==> config.mk <==
export PLATFORM = sky130hd
export DESIGN_NAME = hot_tracker_query_ctrl
export DESIGN_NICKNAME = d
export VERILOG_FILES = /design/src/rtl/hot_tracker_query_ctrl.sv
export SDC_FILE = /design/constraint.sdc
export NUM_CORES = 1
export LEC_CHECK = 0
export BUFFER_PORTS_ARGS = -buffer_cell sky130_fd_sc_hd__buf_2
export CAP_MARGIN = 40
export CORE_MARGIN = 8
export CORE_UTILIZATION = 55
export DETAILED_ROUTE_END_ITERATION = 12
export PLACE_DENSITY = 0.73
export SYNTH_ARGS = -nofsm -noshare
export SYNTH_HDL_FRONTEND = slang
export SYNTH_SLANG_ARGS = --single-unit
export TNS_END_PERCENT = 20
==> constraint.sdc <==
create_clock -name afu_clk -period 4.5 [get_ports afu_clk]
set_input_delay 0.225 -clock afu_clk [delete_from_list [all_inputs] [get_ports afu_clk]]
set_output_delay 0.225 -clock afu_clk [all_outputs]
set_load 0.01 [all_outputs]
==> src/rtl/hot_tracker_query_ctrl.sv <==
// Query sequencer for the page hot tracker: counts snooped AXI address handshakes,
// issues MIG/FLUSH queries with a timeout guard, and buffers migration addresses for the host.
module hot_tracker_query_ctrl #(
    parameter int unsigned ADDR_SIZE  = 28,
    parameter int unsigned CNT_SIZE   = 32,
    parameter int unsigned CMD_WIDTH  = 4,
    parameter int unsigned MIG_TH     = 450,
    parameter int unsigned FIFO_DEPTH = 16,
    parameter int unsigned TIMEOUT    = 1024
) (
    input  logic                 afu_clk,
    input  logic                 afu_rst,
    input  logic                 enable,
    input  logic                 snoop_ar_fire,
    input  logic                 snoop_aw_fire,
    input  logic                 flush_req,
    output logic                 query_en,
    output logic [CMD_WIDTH-1:0] query_cmd,
    input  logic                 query_ready,
    input  logic                 trk_mig_addr_en,
    input  logic [ADDR_SIZE-1:0] trk_mig_addr,
    output logic                 trk_mig_addr_ready,
    output logic                 host_mig_addr_valid,
    output logic [ADDR_SIZE-1:0] host_mig_addr,
    input  logic                 host_mig_addr_ready,
    output logic [CNT_SIZE-1:0]  access_cnt,
    output logic [CNT_SIZE-1:0]  query_cnt,
    output logic                 busy,
    output logic                 timeout_err
);

    localparam int unsigned EPOCH_W   = $clog2(2 * MIG_TH);
    localparam int unsigned EPOCH_MAX = 2 * MIG_TH - 1;
    localparam int unsigned PTR_W     = $clog2(FIFO_DEPTH);
    localparam int unsigned FILL_W    = PTR_W + 1;
    localparam int unsigned WAIT_W    = $clog2(TIMEOUT + 1);

    localparam logic [CMD_WIDTH-1:0] CMD_IDLE  = CMD_WIDTH'(0);
    localparam logic [CMD_WIDTH-1:0] CMD_MIG   = CMD_WIDTH'(1);
    localparam logic [CMD_WIDTH-1:0] CMD_FLUSH = CMD_WIDTH'(2);

    typedef enum logic [1:0] {
        ST_IDLE,
        ST_QUERY,
        ST_RELEASE
    } state_t;

    state_t               state_q, state_d;
    logic [WAIT_W-1:0]    wait_q, wait_d;
    logic [EPOCH_W-1:0]   epoch_q, epoch_d;
    logic [EPOCH_W:0]     epoch_sum;
    logic                 flush_pend_q, flush_pend_d;
    logic [CMD_WIDTH-1:0] cmd_d;
    logic                 query_en_d, busy_d, timeout_err_d;
    logic [CNT_SIZE-1:0]  access_cnt_d, query_cnt_d;
    logic [CNT_SIZE:0]    access_sum;
    logic [1:0]           inc;
    logic                 issue_mig, issue_flush, q_done, q_tmo;

    logic [ADDR_SIZE-1:0] mem [FIFO_DEPTH];
    logic [PTR_W-1:0]     wr_ptr_q, wr_ptr_d, rd_ptr_q, rd_ptr_d;
    logic [FILL_W-1:0]    fill_q, fill_d;
    logic                 push, pop;
    logic                 tready_d, hvalid_d;
    logic [ADDR_SIZE-1:0] head_d;

    // Query sequencer: next state and next registered command outputs
    always_comb begin
        state_d     = state_q;
        cmd_d       = query_cmd;
        wait_d      = wait_q;
        issue_mig   = 1'b0;
        issue_flush = 1'b0;
        q_done      = 1'b0;
        q_tmo       = 1'b0;
        case (state_q)
            ST_IDLE: begin
                wait_d = '0;
                cmd_d  = CMD_IDLE;
                if (flush_pend_q) begin
                    state_d     = ST_QUERY;
                    cmd_d       = CMD_FLUSH;
                    issue_flush = 1'b1;
                end else if (enable && (epoch_q >= EPOCH_W'(MIG_TH))) begin
                    state_d   = ST_QUERY;
                    cmd_d     = CMD_MIG;
                    issue_mig = 1'b1;
                end
            end
            ST_QUERY: begin
                if (query_ready) begin
                    state_d = ST_RELEASE;
                    cmd_d   = CMD_IDLE;
                    q_done  = 1'b1;
                end else if (wait_q == WAIT_W'(TIMEOUT - 1)) begin
                    state_d = ST_RELEASE;
                    cmd_d   = CMD_IDLE;
                    q_tmo   = 1'b1;
                end else begin
                    wait_d = wait_q + WAIT_W'(1);
                end
            end
            ST_RELEASE: begin
                state_d = ST_IDLE;
                cmd_d   = CMD_IDLE;
            end
            default: begin
                state_d = ST_IDLE;
                cmd_d   = CMD_IDLE;
            end
        endcase
        query_en_d = (state_d == ST_QUERY);
        busy_d     = (state_d != ST_IDLE);
    end

    // Access accounting; epoch keeps at most one pending epoch beyond the current one
    always_comb begin
        inc        = enable ? (2'(snoop_ar_fire) + 2'(snoop_aw_fire)) : 2'd0;
        epoch_sum  = (EPOCH_W + 1)'(epoch_q) + (EPOCH_W + 1)'(inc)
                   - (issue_mig ? (EPOCH_W + 1)'(MIG_TH) : '0);
        epoch_d    = (epoch_sum > (EPOCH_W + 1)'(EPOCH_MAX)) ? EPOCH_W'(EPOCH_MAX)
                                                             : epoch_sum[EPOCH_W-1:0];
        access_sum   = (CNT_SIZE + 1)'(access_cnt) + (CNT_SIZE + 1)'(inc);
        access_cnt_d = access_sum[CNT_SIZE] ? '1 : access_sum[CNT_SIZE-1:0];
        query_cnt_d  = (q_done && (query_cnt != '1)) ? query_cnt + CNT_SIZE'(1) : query_cnt;
        flush_pend_d  = (flush_pend_q & ~issue_flush) | flush_req;
        timeout_err_d = timeout_err | q_tmo;
    end

    // Migration FIFO bookkeeping; head is registered so it must look through a same-cycle write
    always_comb begin
        push     = trk_mig_addr_en & trk_mig_addr_ready;
        pop      = host_mig_addr_valid & host_mig_addr_ready;
        wr_ptr_d = push ? wr_ptr_q + PTR_W'(1) : wr_ptr_q;
        rd_ptr_d = pop ? rd_ptr_q + PTR_W'(1) : rd_ptr_q;
        fill_d   = fill_q + FILL_W'(push) - FILL_W'(pop);
        tready_d = (fill_d != FILL_W'(FIFO_DEPTH));
        hvalid_d = (fill_d != '0);
        if (fill_d == '0) begin
            head_d = '0;
        end else if (push && (wr_ptr_q == rd_ptr_d)) begin
            head_d = trk_mig_addr;
        end else begin
            head_d = mem[rd_ptr_d];
        end
    end

    always_ff @(posedge afu_clk) begin
        if (afu_rst) begin
            state_q             <= ST_IDLE;
            wait_q              <= '0;
            epoch_q             <= '0;
            flush_pend_q        <= 1'b0;
            query_en            <= 1'b0;
            query_cmd           <= CMD_IDLE;
            busy                <= 1'b0;
            timeout_err         <= 1'b0;
            access_cnt          <= '0;
            query_cnt           <= '0;
            wr_ptr_q            <= '0;
            rd_ptr_q            <= '0;
            fill_q              <= '0;
            trk_mig_addr_ready  <= 1'b1;
            host_mig_addr_valid <= 1'b0;
            host_mig_addr       <= '0;
        end else begin
            state_q             <= state_d;
            wait_q              <= wait_d;
            epoch_q             <= epoch_d;
            flush_pend_q        <= flush_pend_d;
            query_en            <= query_en_d;
            query_cmd           <= cmd_d;
            busy                <= busy_d;
            timeout_err         <= timeout_err_d;
            access_cnt          <= access_cnt_d;
            query_cnt           <= query_cnt_d;
            wr_ptr_q            <= wr_ptr_d;
            rd_ptr_q            <= rd_ptr_d;
            fill_q              <= fill_d;
            trk_mig_addr_ready  <= tready_d;
            host_mig_addr_valid <= hvalid_d;
            host_mig_addr       <= head_d;
        end
    end

    // Storage array carries no reset; pointer reset discards contents
    always_ff @(posedge afu_clk) begin
        if (!afu_rst && push) begin
            mem[wr_ptr_q] <= trk_mig_addr;
        end
    end

endmodule

* Word-level counts from Yosys, hierarchy flattened
Memory sizes are Yosys's and may differ from the RTL's. A register that Yosys moved wholly into a read port is not among the register bits.
Cells that the tools add are included.
** Storage, ports and cells
- Bits in registers :: 110
- Memory bits (writable) :: 448
- Bits of input ports :: 37
- Output and inout bits :: 101
- Word-level logic and storage cells :: 85
- Memories kept :: 1
** Operators by class
- Add/subtract/negate cells :: 10
- Magnitude comparators :: 2
- Eq/ne operators :: 8
- Multiplexer cells :: 30
- Bitwise operators :: 6
- Reduce and logical (&&, ||, !) cells :: 12
** Memory list
- mem :: depth 16, bits a word 28, read ports 1, clocked after Yosys merged registers in 1, wr ports 1, line 60 : logic [ADDR_SIZE-1:0] mem [FIFO_DEPTH];
** Operators with widths (count)
- $add 32x2->33 :: 1
- $add 32x1->32 const B :: 1
- $mux 32 :: 1
- $ne 32x32->1 const B :: 1
- $mux 11 :: 2
- $pmux 11 s2 :: 1
- $mux 1 :: 13
- $mux 2 :: 6
- $mux 4 :: 3
- $add 10x2->11 :: 1
- $add 11x1->11 const B :: 1
- $eq 11x10->1 const B :: 1
- $gt 11x10->1 const B :: 1
- $sub 11x9->11 :: 1
- $ge 10x9->1 const B :: 1
- $mux 10 :: 1
- $mux 9 :: 1
- $add 4x1->4 const B :: 2
- $pmux 4 s2 :: 1
- $add 5x1->5 :: 1
- $logic_not 5->1 :: 1
- $ne 5x5->1 const B :: 1
- $reduce_bool 5->1 :: 1
- $sub 5x1->5 :: 1
- 14 further kinds :: 23

* Depth between registers and ports, before layout
Gate-level depths: netlist (run 1).
- Depth after elaboration :: 9
- Gate-level depth with buffers :: 17
- Mapped depth without buffers :: 17

* Worst setup path after synthesis (run 1)
OpenSTA, ideal clock, no wires.
- Path type :: flip-flop to flip-flop
- Start point :: reg epoch_q[2]
- End point :: reg epoch_q[8]
- Library setup time :: 0.127 ns
- Data arrival time :: 3.270 ns
- Data required time :: 4.373 ns
- Path slack :: 1.104 ns
- Stages on the path, launching flop included :: 18
- Path buffers :: 0
- Cell sequence :: dfxtp_1 -> inv_1 -> ha_1 -> inv_1 -> o21ai_0 -> a21oi_1 -> o211ai_1 -> or2_2 -> inv_1 -> fa_1 -> inv_1 -> ha_1 -> nor2b_1 -> o311ai_2 -> a31oi_1 -> o311ai_2 -> o21ai_0 -> nor2b_1
** Between the ends
- Word-level cells in the longest chain between the ends :: 9
** RTL lines
- start: declaration :: line 50 : logic [EPOCH_W-1:0] epoch_q, epoch_d;
- start signal: assignment :: line 169 : epoch_q <= epoch_d;
- $ge 10x9->1 :: line 84 : end else if (enable && (epoch_q >= EPOCH_W'(MIG_TH))) begin
- $logic_and 1x1->1 :: line 84
- $mux 1 :: line 84
- $mux 1 :: line 80 : if (flush_pend_q) begin
- $mux 1 :: line 76 : case (state_q)
- $mux 9 :: line 120 : - (issue_mig ? (EPOCH_W + 1)'(MIG_TH) : '0);
- $sub 11x9->11 (*) :: line 120
- $gt 11x10->1 :: line 121 : epoch_d = (epoch_sum > (EPOCH_W + 1)'(EPOCH_MAX)) ? EPOCH_W'(EPOCH_MAX)
- $mux 10 (*) :: line 121
Mark *: on every way between the ends. The rest lies on a longest branch, timed or not.
A chain may end at the register's enable or synchronous reset.

* Worst setup path after layout (run 1)
- Start point :: reg epoch_q[2]
- End point :: reg epoch_q[5]
** Between the ends
- Word-level cells in the longest chain between the ends :: 9
** RTL lines (line)
- $ge 10x9->1 :: 84
- $logic_and 1x1->1 :: 84
- $mux 1 :: 84
- $mux 1 :: 80
- $mux 1 :: 76
- $mux 9 :: 120
- $sub 11x9->11 (*) :: 120
- $gt 11x10->1 :: 121
- $reduce_or 2->1 (no source line)
Marks and branches as above.

==> flow_summary.ini, run 1 <==
[timing]
max_freq_mhz = 249
fin_tns_setup_ns = 0
final-setup-viol-count = 0
worst_pin_slew_ns = 0.874
drv_slew = 0
fin_crit_ns = 4.02
slew_headroom_pct = 41.0
fin_crit_sh_pct = 89.3
finalWorstSetupSlack_ns = 0.479
fin_skew_ns = 0.0186
timing_hold_violations_final = 0
rsz0062_at_grt = false

[floorplan]
fp-row-count = 76
dieArea_um2 = 50600
die_x_um = 225
core_um2 = 43100
initial_utilization_pct = 55.8
fp.dieH_um = 225
pin_count = 138

[pwr]
power_leakage_nw = 9.90
power.density_nw_per_um2 = 507
ir_drop_uv = 321

[drt]
detail-route-antenna-nets = 0
drc = 0
wl_um = 55500
first_pass_iters = 5
drt-initial-drc-count = 1476
vias = 15700
vias_per_cell = 6.00
wl_per_cell_um = 21.2

[synthesis]
synthArstFlopShare_pct = 0
synth_top_area_share_pct = 56.0
synthTopCellsByArea = edfxtp_1 (56%), dfxtp_1 (11%), nand2_1 (4.4%), a21oi_1 (3.0%), mux2i_1 (2.4%)
synth_commonest_cells = edfxtp_1 (448), nand2_1 (279), a21oi_1 (142)
synth-edff-count = 448
synth.most_common_cell = edfxtp_1
synth_cell_types = 68
syn_inst = 1835
synth_flop_cell = edfxtp_1
synth_largest_area_cell = edfxtp_1
avgSynthCellArea_um2 = 13.1
ys_seq_elements = 584
seq_area_frac_synth_pct = 67.3
syn_area_um2 = 24000
ys_warn_count = 0

[placement]
dp_slack_ns = 0.528
dp_cells = 2483
placed_area_um2 = 25600
dp_hpwl_um = 31700
gp_congestion = 0.794
numPortBuffers = 135

[grt]
grt.overflow.total = 0
grt_pass1_vias = 15700
grt_pass1_wl_um = 86700
track_usage_pct = 21.7
antenna_found_initial = 0
grt_max_degree = 115

[setup_path]
crit_buf_inv = 3
crit_chain = inv_1, ha_1, inv_1, o21ai_0, a21oi_1, o211ai_1, or2_2, inv_1, fa_1, nand2b_1, a2111oi_0, nor2_1, xnor2_1, o311ai_1, and4b_1
crit_top_cell = inv_1
path_delay_family = compound AO/OA/AOI/OAI gates
crit_slowest_cell = a2111oi_0
critical_path_class = reg2reg
worstPathArrival_ns = 4.57
endpoint_kind = flop
critPathLaunchType = flop
required_ns = 5.05
max_stage_delay_ns = 0.71
crit_path_max_fanout = 5

[hold_path]
hold_path.class = in2reg

[cells_and_area]
antenna_cells = 0
design_area_um2 = 27900
nets = 2060
area_growth_pct = 16.1
fill_cells = 3100
drive_gt1_share_pct = 16.0
fin_cells = 2623

[cts]
numClockSinks = 584
clk_path_buf_depth = 3
cts_max_level = 2
postCtsSetupBuffers = 0
cts_tree = yes
cts_root_buf = clkbuf_16
clk_pin_slew_ns = 0.06
cts_made_buffers = 57
clock_latency_ns = 0.61

[flow_run]
maxCapViolCount = 0

[outcome]
status = completed
==> worst register-to-register path, delay by kind of cell (launching register included) <==
family | cells | cell delay, ns
buf+inv | 3 | 0.21
xor+xnor | 1 | 0.18
fa+ha+maj | 2 | 0.73
simple gates | 4 | 0.75
flops | 1 | 0.32
compound gates | 5 | 1.78
==> repair_timing <==
item                      in CTS  in global routing
hold buffers                  32                  0
resized for setup              0                  0
hold endpoints to repair     455                  0
==> power breakdown <==
part / internal, mW / total [mW] / switching [mW]
clock: 2.79 / 4.78 / 1.99
combinational: 1.22 / 3.17 / 1.94
sequential: 6.07 / 6.19 / 0.123
==> through the flow <==
| step | hold slack (ns) | utilization (%) | power [mW] |
|---|---|---|---|
| CTS | 0.0368 | 64.7 | 14.2 |
| detailed placement | 0.446 | 59.5 | 9.40 |
| finish | 0.0714 | 64.7 | 14.1 |
| floorplan | 0.324 | - | 8.51 |
| global placement | 0.430 | 58.9 | 9.27 |
| global route | 0.0730 | 64.7 | 14.7 |
==> worst paths after layout <==
check | start | end | slack (ns) | depth (start not counted)
setup / recovery | epoch_q[2] | epoch_q[5] | 0.48 | 15
hold / removal | query_ready | timeout_err | 0.07 | 5
hold reg to reg | query_cmd[1] | query_cmd[1] | 0.45 | 2
setup reg to reg | epoch_q[2] | epoch_q[5] | 0.48 | 15
==> final cells by class <==
type                       count  area [um2]  area share (%)
multi-input combinational   1102        7390            26.5
tap                          585         732            2.63
timing repair buffer         208        1530            5.50
inverter                      36         135           0.485
clock inverter                30         312            1.12
clock buffer                  78        1600            5.75
sequential                   584       16200            58.0
==> sequential cells by signal, summed over array words and instances, names as in the netlist <==
name                 cells
query_en                 1
query_cmd                2
query_cnt               32
trk_mig_addr_ready       1
epoch_q                 10
host_mig_addr           28
fill_q                   5
busy                     1
state_q                  2
rd_ptr_q                 4
host_mig_addr_valid      1
mem                    448
flush_pend_q             1
wait_q                  11
timeout_err              1
access_cnt              32
wr_ptr_q                 4
==> per-layer routing <==
metal | share of wire [%] | GRT usage, %
met5 | 0 | 0
met1 | 41 | 28.1
met4 | 2.8 | 7.05
met3 | 7.6 | 4.53
met2 | 48 | 36.3
==> cells in the final DEF, fill, tap and decap left out, drive strengths merged, types with 56 or more instances in the layout <==
cell type	n
clkbuf	78
dfxtp	136
a21oi	162
nor2	83
buf	176
mux2i	58
a211o	56
nand2	279
a32oi	56
a221oi	57
edfxtp	448
==> cell families (layout without fill, tap and decap cells) <==
logic type / count (synthesis) / after routing / share of synthesized area (%)
compound gates: 417 / 417 / 13.0
xor+xnor: 77 / 77 / 2.84
fa+ha+maj: 34 / 34 / 1.86
buf+inv: 150 / 352 / 2.68
flops: 584 / 584 / 67.3
mux: 58 / 58 / 2.42
other cells: 1 / 2 / 0.0156
simple gates: 514 / 514 / 9.81
Note: power is estimated with default switching activity, not from simulation.
==> inputs of run 2 (changes only) <==
--- a/config.mk
+++ b/config.mk
@@ -12,2 +12,3 @@
 export DETAILED_ROUTE_END_ITERATION = 12
+export GPL_TIMING_DRIVEN = 0
 export PLACE_DENSITY = 0.73
==> constraint.sdc (replaced) <==
create_clock -name afu_clk -period 4.5 [get_ports afu_clk]
set_input_delay 0.9 -clock afu_clk [delete_from_list [all_inputs] [get_ports afu_clk]]
set_output_delay 0.9 -clock afu_clk [all_outputs]
set_load 0.01 [all_outputs]
==> run 2 against run 1 <==
  * Final cell count is 2.2% higher
  * Critical path depth is 2 higher
  * Combinational power is 9.1% higher
  * Die area stayed put
  * Critical endpoint is now epoch_q[8]
  * Setup slack better by 0.0097 ns
  * Highest routed layer unchanged
  * Non-clock buffer count is 57 higher
  * Sequential share of layout area is 0.18 points higher
  * Wire length is 13% higher
  * Power is 1.1% higher
  * Design area is 0.31% lower
  * First-iteration DRC count is 32% higher
==> flow_summary.ini, run 2 (synthesized netlist as in run 1, its figures left out) <==
[outcome]
status = completed

[timing]
finalWorstSetupSlack_ns = 0.489
fin_tns_setup_ns = 0
drv_slew = 0
slew_headroom_pct = 39.0
max_freq_mhz = 249
fin_skew_ns = 0.0143
final-setup-viol-count = 0
worst_pin_slew_ns = 0.914
rsz0062_at_grt = false
timing_hold_violations_final = 0
fin_crit_ns = 4.01
fin_crit_sh_pct = 89.1

[setup_path]
required_ns = 4.98
critPathLaunchType = flop
path_delay_family = compound AO/OA/AOI/OAI gates
crit_buf_inv = 4
crit_top_cell = inv_1
crit_chain = inv_1, ha_1, inv_1, o21ai_0, a21oi_1, o211ai_1, or2_2, inv_1, fa_1, inv_1, ha_1, nor2b_1, o311ai_2, a31oi_1, o311ai_2, o21ai_0, nor2b_1
crit_path_max_fanout = 10
max_stage_delay_ns = 0.66
worstPathArrival_ns = 4.49
critical_path_class = reg2reg
endpoint_kind = flop
crit_slowest_cell = o311ai_2

[cells_and_area]
layout_commonest_cell = edfxtp_1
drive_gt1_share_pct = 15.4
area_growth_pct = 15.7
largestRegisters = mem (448), access_cnt (32), query_cnt (32)
final_cell_mix = edfxtp_1 (448), nand2_1 (279), buf_2 (163), a21oi_1 (142), dfxtp_1 (136)
nets = 2117
max_flop_register = mem
largest_reg_flops = 448

[floorplan]
initial_utilization_pct = 55.8
core_um2 = 43100
fp-row-count = 76
pin_count = 138
dieArea_um2 = 50600
fp.dieH_um = 225
die_x_um = 225

[cts]
numClockSinks = 584
cts_resized = 0
cts_max_level = 2
clk_path_buf_depth = 3
cts_tree = yes
clock_latency_ns = 0.62
cts_made_buffers = 57
cts_hold_buf = 0
postCtsSetupBuffers = 0
cts_root_buf = clkbuf_16
clk_pin_slew_ns = 0.06

[grt]
grt.overflow.total = 0
antenna_found_initial = 2
grt_pass1_vias = 16300
track_usage_pct = 24.2
grt_pass1_wl_um = 94400
use_met3_pct = 4.71
grt_max_degree = 23
grt_use_met1_pct = 31.7
grtUsageMet2_pct = 39.5
busiest_layer = met2

[placement]
numPortBuffers = 134
dp_slack_ns = 0.167
gp_congestion = 0.863
dp_hpwl_um = 41300

[pwr]
power.density_nw_per_um2 = 514
ir_drop_uv = 338
power_leakage_nw = 9.82

[drt]
drc = 0
vias = 16500
drt-initial-drc-count = 1954
detail-route-antenna-nets = 0
vias_per_cell = 6.15
first_pass_iters = 6
wl_per_cell_um = 23.5
wl_um = 63000

[flow_run]
maxCapViolCount = 0

[hold_path]
hold_path.class = reg2reg
==> run 2: cell count changes in the layout (fill, tap and decap cells not counted), sizes merged <==
| cell | delta |
|---|---|
| clkbuf | +63 |
| diode | +1 |
| clkinv | +4 |
| buf | +25 |
| bufinv | -1 |
| clkinvlp | -1 |
| inv | -1 |
| dlygate4sd3 | -32 |
==> run 2: final timing paths <==
kind	cells after the start	from	to	slack (ns)
setup / recovery	17	epoch_q[2]	epoch_q[8]	0.49
hold / removal	2	query_cmd[0]	query_cmd[0]	0.46
setup reg to reg	17	epoch_q[2]	epoch_q[8]	0.49
hold reg to reg	2	query_cmd[0]	query_cmd[0]	0.46
==> run 2: per-stage QoR <==
| stage | power (mW) | util, % | instances | hold WS (ns) | instance area (um2) |
|---|---|---|---|---|---|
| finish | 14.3 | 64.5 | 2681 | 0.461 | 27800 |
| global placement | 9.53 | 59.0 | 2555 | 0.446 | 25400 |
| CTS | 14.3 | 64.5 | 2679 | 0.461 | 27800 |
| detailed placement | 9.66 | 60.2 | 2571 | 0.452 | 25900 |
| global route | 14.8 | 64.5 | 2681 | 0.476 | 27800 |
| floorplan | 8.51 | - | 1836 | 0.470 | 24000 |
==> run 2: area by class of cell <==
type	instances	area [um2]
Fill cell	3119	15300
Clock buffer	77	1570
Sequential cell	584	16200
Inverter	36	135
Antenna cell	1	2.50
Clock inverter	31	273
Tap cell	585	732
Multi-Input combinational cell	1102	7330
Buffer	114	509
Timing Repair Buffer	151	1070
==> run 2: where the power goes <==
part / leakage [nW] / internal (mW) / switching, mW
Combinational: 3.77 / 1.23 / 2.24
Sequential: 5.14 / 6.06 / 0.0955
Clock: 0.901 / 2.68 / 1.99
Total: 9.82 / 9.97 / 4.33
==> run 2: per-layer routing <==
metal / vias to the layer above / wire length (um)
li1: 7386 / -
met1: 8014 / 24800
met2: 931 / 30000
met3: 145 / 6070
met4: 0 / 2050
met5: - / 0
==> run 2: tightest hold or removal path, cell delays in order (launching register included) <==
cell,delay (ns)
dfxtp_1,0.31
nand2_1,0.05
a21oi_1,0.06
==> inputs of run 3 (changes only) <==
ABC_AREA = 1   (was unset)
==> run 3 against run 2 <==
  * Maximum frequency grew 16%
  * Wire length grew 24%
  * Sequential share of layout area shrank 4.5 points
  * First-iteration DRC count grew 23%
  * Core utilization grew 0.22 points
  * Largest cell class unchanged
  * Largest power group unchanged
  * Highest routed layer is now met5
==> flow_summary.ini, run 3 <==
[outcome]
status = completed

[floorplan]
initial_utilization_pct = 55.6
core_um2 = 46600
fp.dieH_um = 233
die_x_um = 233
dieArea_um2 = 54300
fp-row-count = 79
pin_count = 138

[cells_and_area]
nets = 3003
design_area_um2 = 30100
final_cell_mix = nand2_1 (737), edfxtp_1 (448), inv_1 (265), nor2_1 (264), nand3_1 (201)
max_flop_register = mem
drive_gt1_share_pct = 13.9
layout_commonest_cell = nand2_1
largest_reg_flops = 448
area_growth_pct = 16.5
largestRegisters = mem (448), access_cnt (32), query_cnt (32)

[drt]
drt-initial-drc-count = 2408
vias = 20600
wl_um = 78300
drc = 0
first_pass_iters = 5
detail-route-antenna-nets = 0
wl_per_cell_um = 21.8
vias_per_cell = 5.73

[grt]
grt.overflow.total = 0
grt_max_degree = 24
grt_pass1_vias = 19900
antenna_found_initial = 2
track_usage_pct = 28.5
grt_pass1_wl_um = 117000

[placement]
placed_area_um2 = 27900
numPortBuffers = 134
dp_hpwl_um = 54800
gp_congestion = 0.907

[timing]
fin_crit_sh_pct = 77.2
slew_headroom_pct = 32.3
rsz0062_at_grt = false
max_freq_mhz = 288
final-setup-viol-count = 0
timing_hold_violations_final = 0
fin_skew_ns = 0.0401
worst_pin_slew_ns = 1.01
fin_crit_ns = 3.47
drv_slew = 0

[synthesis]
synth_commonest_cells = nand2_1 (737), edfxtp_1 (448), nor2_1 (268)
ys_warn_count = 0
synth_cell_types = 52
synthTopCellsByArea = edfxtp_1 (52%), nand2_1 (11%), dfxtp_1 (11%), nand3_1 (3.9%), nor2_1 (3.9%)
ys_seq_elements = 584
syn_inst = 2689
syn_area_um2 = 25900
synth-edff-count = 448
seq_area_frac_synth_pct = 62.5
avgSynthCellArea_um2 = 9.63
synth_largest_area_cell = edfxtp_1
synth_flop_cell = edfxtp_1
synthArstFlopShare_pct = 0
synth.most_common_cell = nand2_1
synth_top_area_share_pct = 52.0

[cts]
cts_max_level = 2
postCtsSetupBuffers = 0
clock_latency_ns = 0.66
cts_made_buffers = 59
clk_path_buf_depth = 3
cts_tree = yes
cts_root_buf = clkbuf_16
numClockSinks = 584
cts_hold_buf = 0
clk_pin_slew_ns = 0.06
cts_resized = 0

[setup_path]
worstPathArrival_ns = 4.02
rr_worst_depth = 20
r2r-start = epoch_q[2]
required_ns = 5.05
cp-endpoint = epoch_q[6]
critical_path_class = reg2reg
critPathLaunchType = flop
crit_path_max_fanout = 6
endpoint_kind = flop
r2r-end = epoch_q[6]
crit_start = epoch_q[2]
r2r_setup_slack_ns = 1.03

[pwr]
power.total_mw = 16.3
ir_drop_uv = 459
power.switching_mw = 5.56
seq_power_share_pct = 37.8
combPwrFrac_pct = 28.3
power.density_nw_per_um2 = 541
sw_frac_of_total_pct = 34.1
clock_power_share_pct = 33.9
power_leakage_nw = 12.4
p_int_mw = 10.7

[flow_run]
maxCapViolCount = 0

[hold_path]
hold_path.class = reg2reg
==> run 3: kinds of logic (layout without fill, tap and decap cells) <==
group	Yosys count	in the layout	share of synthesized area, %
compound gates	292	292	6.31
xor+xnor	33	33	1.12
fa+ha+maj	34	34	1.73
buf+inv	399	692	6.28
flops	584	584	62.5
other cells	1	3	0.0145
simple gates	1346	1346	22.1
==> run 3: worst min-delay path by stage <==
stage | start | endpoint | slack, ns | cells past startpoint
after floorplan | wait_q[10] | wait_q[10] | 0.42 | 2
after detailed placement | wait_q[10] | wait_q[10] | 0.44 | 2
after global placement | wait_q[10] | wait_q[10] | 0.44 | 2
after global routing | wait_q[10] | wait_q[10] | 0.48 | 2
final | wait_q[10] | wait_q[10] | 0.45 | 2
after CTS | wait_q[10] | wait_q[10] | 0.45 | 2
==> run 3: cell type report <==
| cell class | instances | area, um2 |
|---|---|---|
| tap | 607 | 759 |
| antenna | 1 | 2.50 |
| clock inverter | 39 | 606 |
| buffer | 122 | 583 |
| sequential | 584 | 16200 |
| fill | 3657 | 16400 |
| clock buffer | 73 | 1610 |
| inverter | 277 | 1040 |
| multi-input combinational | 1707 | 8180 |
| timing repair buffer | 181 | 1190 |
==> run 3: per-stage QoR <==
step / setup slack (ns) / instances / TNS [ns] / util, % / hold slack (ns)
2_1_floorplan: 0.710 / 2690 / 0 / - / 0.422
3_3_place_gp: -1.94 / 3431 / -530.86 / 58.7 / 0.439
3_5_place_dp: 0.583 / 3477 / 0 / 60.0 / 0.436
4_1_cts: 1.02 / 3589 / 0 / 64.7 / 0.449
5_1_grt: 0.590 / 3591 / 0 / 64.8 / 0.478
6_report: 1.03 / 3591 / 0 / 64.8 / 0.451
==> run 3: critical path, stage by stage, from the launching register on <==
cell	delay (ns)
dfxtp_1	0.33
inv_1	0.06
ha_1	0.21
nand2_1	0.07
nand2_1	0.05
nand2_1	0.10
nand4_1	0.10
nand2_1	0.07
nand3_1	0.08
nor2_1	0.26
inv_1	0.16
ha_1	0.31
ha_1	0.36
nand2_1	0.12
nor3_1	0.20
nand3_1	0.16
nand3_1	0.11
nand2_1	0.05
nand2_1	0.16
nand3_1	0.25
nor2_1	0.18
==> run 3: power groups by stage <==
stage | sequential (mW) | combinational [mW] | clock, mW
floorplan | 6.33 | 2.74 | 0
global route | 6.19 | 5.02 | 5.74
CTS | 6.17 | 4.52 | 5.56
global placement | 6.28 | 4.31 | 0
detailed placement | 6.28 | 4.47 | 0
finish | 6.17 | 4.61 | 5.53
==> run 3: per-layer routing <==
metal / global-route usage (%) / wire length [um]
met3: 5.12 / 8040
met5: 0 / 13
met1: 37.5 / 30700
met2: 45.1 / 35500
met4: 14.3 / 4140
